===== src/rtl/bitrev_spi_ctrl.sv =====
// SPI master plus 2-requester round-robin arbiter for the bit-reverse slave.
// One request byte -> one SS-framed exchange (8 TX + 8 RX SCK periods) -> one response.
module bitrev_spi_ctrl #(
  parameter int DIV_W     = 8,
  parameter bit LSB_FIRST = 1'b1
) (
  input  logic             clock,
  input  logic             reset_n,
  input  logic [DIV_W-1:0] div,
  input  logic [1:0]       req_valid,
  output logic [1:0]       req_ready,
  input  logic [15:0]      req_data,
  output logic [1:0]       rsp_valid,
  input  logic [1:0]       rsp_ready,
  output logic [7:0]       rsp_data,
  output logic             sck,
  output logic             ss,
  output logic             mosi,
  input  logic             miso
);

  typedef enum logic [2:0] {
    IDLE  = 3'd0,
    GUARD = 3'd1,
    TX    = 3'd2,
    RX    = 3'd3,
    HOLD  = 3'd4,
    RESP  = 3'd5
  } state_t;

  state_t           state, state_d;
  logic [DIV_W-1:0] div_q;
  logic [DIV_W-1:0] timer;
  logic [2:0]       bit_cnt;
  logic [7:0]       tx_sr;
  logic [7:0]       rx_sr;
  logic             gnt;
  logic             rr_ptr;
  logic             live;

  logic             gnt_d;
  logic [7:0]       req_byte;
  logic             grant_fire;
  logic             phase_end;
  logic             in_data;
  logic             rise;
  logic             fall;
  logic             last_bit;
  logic             load_rsp;
  logic             rsp_fire;

  // Handshakes: a transfer happens on the rising clock edge where valid and
  // ready are both high. req_ready is offered only in IDLE, for the granted
  // requester, so it is high for exactly one cycle per grant. rsp_valid is
  // held with stable rsp_data until the matching rsp_ready bit is seen.
  always_comb begin
    gnt_d      = rr_ptr ? (req_valid[1] ? 1'b1 : 1'b0)
                        : (req_valid[0] ? 1'b0 : 1'b1);
    req_byte   = gnt_d ? req_data[15:8] : req_data[7:0];
    phase_end  = (timer == '0);
    in_data    = (state == TX) || (state == RX);
    rise       = in_data && phase_end && !sck;
    fall       = in_data && phase_end && sck;
    last_bit   = (bit_cnt == 3'd7);
    grant_fire = (state == IDLE) && live && (req_valid != 2'b00);
    load_rsp   = (state == HOLD) && phase_end;
    rsp_fire   = (state == RESP) && rsp_ready[gnt];
    req_ready  = grant_fire ? (2'b01 << gnt_d) : 2'b00;

    state_d = state;
    case (state)
      IDLE:    if (grant_fire)       state_d = GUARD;
      GUARD:   if (phase_end)        state_d = TX;
      TX:      if (fall && last_bit) state_d = RX;
      RX:      if (fall && last_bit) state_d = HOLD;
      HOLD:    if (phase_end)        state_d = RESP;
      RESP:    if (rsp_fire)         state_d = IDLE;
      default:                       state_d = IDLE;
    endcase
  end

  always_ff @(posedge clock or negedge reset_n) begin
    if (!reset_n) state <= IDLE;
    else          state <= state_d;
  end

  always_ff @(posedge clock or negedge reset_n) begin
    if (!reset_n) begin
      live      <= 1'b0;
      div_q     <= '0;
      timer     <= '0;
      bit_cnt   <= 3'd0;
      tx_sr     <= 8'h00;
      rx_sr     <= 8'h00;
      gnt       <= 1'b0;
      rr_ptr    <= 1'b0;
      ss        <= 1'b1;
      sck       <= 1'b0;
      mosi      <= 1'b0;
      rsp_data  <= 8'h00;
      rsp_valid <= 2'b00;
    end else begin
      // Holds off the first grant until the cycle after reset release.
      live <= 1'b1;

      if (grant_fire) begin
        timer <= div;
      end else if (state == GUARD || in_data || state == HOLD) begin
        if (phase_end) timer <= div_q;
        else           timer <= timer - DIV_W'(1);
      end

      if (grant_fire) begin
        div_q   <= div;
        gnt     <= gnt_d;
        rr_ptr  <= ~gnt_d;
        tx_sr   <= req_byte;
        mosi    <= LSB_FIRST ? req_byte[0] : req_byte[7];
        ss      <= 1'b0;
        sck     <= 1'b0;
        bit_cnt <= 3'd0;
      end

      if (rise) begin
        sck <= 1'b1;
        if (state == RX) begin
          if (LSB_FIRST) rx_sr <= {miso, rx_sr[7:1]};
          else           rx_sr <= {rx_sr[6:0], miso};
        end
      end

      // The last TX bit stays on mosi through RX: the slave's first result
      // bit is derived from the live mosi level.
      if (fall) begin
        sck     <= 1'b0;
        bit_cnt <= bit_cnt + 3'd1;
        if (state == TX && !last_bit) begin
          if (LSB_FIRST) begin
            tx_sr <= {1'b0, tx_sr[7:1]};
            mosi  <= tx_sr[1];
          end else begin
            tx_sr <= {tx_sr[6:0], 1'b0};
            mosi  <= tx_sr[6];
          end
        end
      end

      if (load_rsp) begin
        ss        <= 1'b1;
        mosi      <= 1'b0;
        rsp_data  <= rx_sr;
        rsp_valid <= 2'b01 << gnt;
      end

      if (rsp_fire) rsp_valid <= 2'b00;
    end
  end

  a_req_ready_onehot0 : assert property (@(posedge clock) disable iff (!reset_n)
    $onehot0(req_ready));
  a_rsp_valid_onehot0 : assert property (@(posedge clock) disable iff (!reset_n)
    $onehot0(rsp_valid));

endmodule


===== config.mk =====
export PLATFORM = sky130hd
export DESIGN_NAME = bitrev_spi_ctrl
export DESIGN_NICKNAME = d
export VERILOG_FILES = /design/src/rtl/bitrev_spi_ctrl.sv
export SDC_FILE = /design/constraint.sdc
export NUM_CORES = 1
export LEC_CHECK = 0
export ABC_AREA = 1
export BUFFER_PORTS_ARGS = -buffer_cell sky130_fd_sc_hd__buf_4
export CAP_MARGIN = 30
export CELL_PAD_IN_SITES_DETAIL_PLACEMENT = 0
export CELL_PAD_IN_SITES_GLOBAL_PLACEMENT = 1
export CORE_MARGIN = 2
export CORE_UTILIZATION = 44
export CTS_CLUSTER_DIAMETER = 50
export DETAILED_ROUTE_END_ITERATION = 7
export PLACE_DENSITY_LB_ADDON = 0.1
export SYNTH_ARGS = -nofsm -noshare
export SYNTH_HDL_FRONTEND = slang
export SYNTH_SLANG_ARGS = --single-unit

===== constraint.sdc =====
create_clock -name clock -period 2.5 [get_ports clock]
set_input_delay 0.5 -clock clock [delete_from_list [all_inputs] [get_ports clock]]
set_output_delay 0.5 -clock clock [all_outputs]
set_load 0.01 [all_outputs]

==> out/results.ini <==
[outcome]
status = complete, no violations

[layout]
final_util_pct = 52.5
regArea_um2 = 1330
syn2layout_area_growth_pct = 16.5
multiInputGateArea_um2 = 1270
fill_cells = 656
finalNonFillerCells = 488
num_antenna_cells = 0
drive_gt1_share_pct = 21.7
nNetsFinal = 445

[sta]
setup_viol = 0
fin_crit_ns = 2.31
tns_ns = 0
worstMarginPinSlew_ns = 0.687
relSlewSlack_pct = 54.2
fin_skew_ns = 0.00723
fmaxAchievable_mhz = 433
rsz0062_at_grt = false
finalCritPeriodShare_pct = 92.4
hold_viol = 0
slew_violations = 0

[synthesis]
synthesis.area_um2 = 2840
synth_top_area_share_pct = 45.8
synth_commonest_cells = 103 x nand2_1, 52 x dfrtp_1, 47 x nor2_1
async_flop_share_pct = 100
synthTopCellsByArea = dfrtp_1 46%, nand2_1 14%, nor2_1 6.2%
yosysSeqAreaShare_pct = 46.7
synth_simple_gate_area_share_pct = 31.3
synthesis.nets = 401
synth-compound-area-share_pct = 10.8
synth_edf_count = 0
syn_avg_cell_area_um2 = 7.77
netlist_instances = 366
synthXorXnorAreaFrac_pct = 0.308
synth_top_family_by_area = simple AND/OR/NAND/NOR gates
synthFlopType = dfrtp_1
muxShareOfSynthArea_pct = 0.396
ys_warn_count = 0
synth.most_common_cell = nand2_1
synth_cell_types = 33
synth_fa_ha_area_share_pct = 1.76
synth_top_area_cell = dfrtp_1
ys_seq_elements = 53

[die]
die_x_um = 84.4
ioPinCount = 46
design.core.area_um2 = 6310
die-area_um2 = 7120
die_h_um = 84.4
rows = 29
initial_utilization_pct = 45.0

[placement]
dp_cells = 480
portBuffers = 45
dp_hpwl_um = 4230
gp_congestion = 0.804

[setup_path]
crit_path_start_kind = flop
crit_path_end_kind = primary output
crit_fanout = 32
reg2reg_slack_ns = 0.65
criticalPathCategory = flop to primary output
cp.required_ns = 2.00
critPathArrivalTime_ns = 1.81

[clock_tree]
ctsHoldBuffers = 0
cts_inserted_buffers = 5
clock_sinks = 53
cts.root.buffer_cell = clkbuf_8
htreeDepth = 2
clk_path_buf_depth = 2
tritoncts = yes
postCtsResizedCells = 0
cts_setup_buffers = 0
clkLatencyLatePin_ns = 0.31
path_clk_slew_ns = 0.10

[pwr]
power.density_nw_per_um2 = 430
vdd_drop_max_v = 0.000260
leakage_nw = 1.79

[detailed_routing]
drc = 0
post_drt_via_cell_ratio = 4.86
wl_per_cell_um = 12.2
via_count = 2370
antenna_left = 0
drt_first_pass_iters = 4
wl_um = 5950
dr.first_iter.drc_count = 105

[global_routing]
grt_max_degree = 54
antenna_found_initial = 0
grt_pass1_vias = 2286
grt_usage_pct = 18.2
grt-ovfl-total = 0
grt_first_pass_wirelength_um = 10400

[flow_run]
maxCapViolCount = 0

[hold_path]
min_path_type = primary input to async pin

layout make-up:
class / count / share of cell area, %
Inverter: 48 / 5.51
Clock inverter: 3 / 0.680
Tap cell: 77 / 2.91
Timing Repair Buffer: 46 / 10.4
Multi-Input combinational cell: 256 / 38.4
Clock buffer: 5 / 2.08
Sequential cell: 53 / 40.1
state kept, by name, indices dropped and copies added (netlist names):
signal and count:
rx_sr 8, ss 1, timer 8, div_q 8, rsp_valid 2, state 3, mosi 1, rr_ptr 1
rsp_data 8, bit_cnt 3, tx_sr 7, sck 1, live 1, gnt 1
worst paths after layout:
path                                       from              endpoint  cells past startpoint
max in group asynchronous               reset_n  div_q[2]$_DFFE_PN0P_                      1
min in group clock                       div[0]  div_q[0]$_DFFE_PN0P_                      3
max                        state[0]$_DFFE_PN0P_          req_ready[1]                      6
min reg2reg                      ss$_DFFE_PN1P_        ss$_DFFE_PN1P_                      2
min                                     reset_n  div_q[1]$_DFFE_PN0P_                      1
max reg2reg                timer[0]$_DFFE_PN0P_        mosi$_DFF_PN0_                      9
placed cells by master (no fill, tap or decap), types with 4 or more instances in the layout:
cell type / count
o21ai_0: 21
nor2_4: 6
clkbuf_8: 5
inv_2: 5
nand2_1: 103
dfrtp_1: 52
o21bai_1: 4
o21ai_2: 7
nand3_1: 21
nor2_1: 47
nand2_2: 7
buf_4: 46
inv_1: 42
o21ai_1: 4
a21oi_1: 15
ha_1: 4
power by group:
part | leakage [nW] | internal, mW | switching, mW
Combinational | 1.13 | 0.0362 | 0.0370
Clock | 0.0481 | 0.199 | 0.296
Sequential | 0.615 | 0.857 | 0.000195
cells by family (layout without fill, tap and decap cells):
family / count (synthesis) / count (layout)
flops: 53 / 53
fa+ha+maj: 4 / 4
compound gates: 53 / 53
simple gates: 196 / 196
other cells: 1 / 1
xor+xnor: 1 / 1
mux: 1 / 1
buf+inv: 57 / 102
critical path, cell delays in order (launching register included):
cell and delay, ns:
dfrtp_1 0.50, nor2_4 0.13, nand2_2 0.11, nor2_8 0.43, nand2_1 0.13, inv_1 0.08
buf_4 0.11
metal layers:
layer / GRT usage, % / vias to the layer above / wire length [um]
met5: 0 / - / 0
met4: 5.63 / 0 / 85
met3: 3.83 / 5 / 255
met2: 30.3 / 41 / 2850
met1: 24.1 / 1094 / 2760
li1: - / 1230 / -
through the flow:
step                power (mW)  setup slack [ns]  instance area, um2  hold slack [ns]
finish                    1.43             0.191                3310            0.218
floorplan                0.892             0.696                2840            0.204
detailed placement       0.950             0.508                3220            0.465
CTS                       1.46             0.152                3310            0.244
global route              1.49            0.0302                3310            0.275
global placement         0.950             0.490                3220            0.459
(Power assumes the default switching activity.)
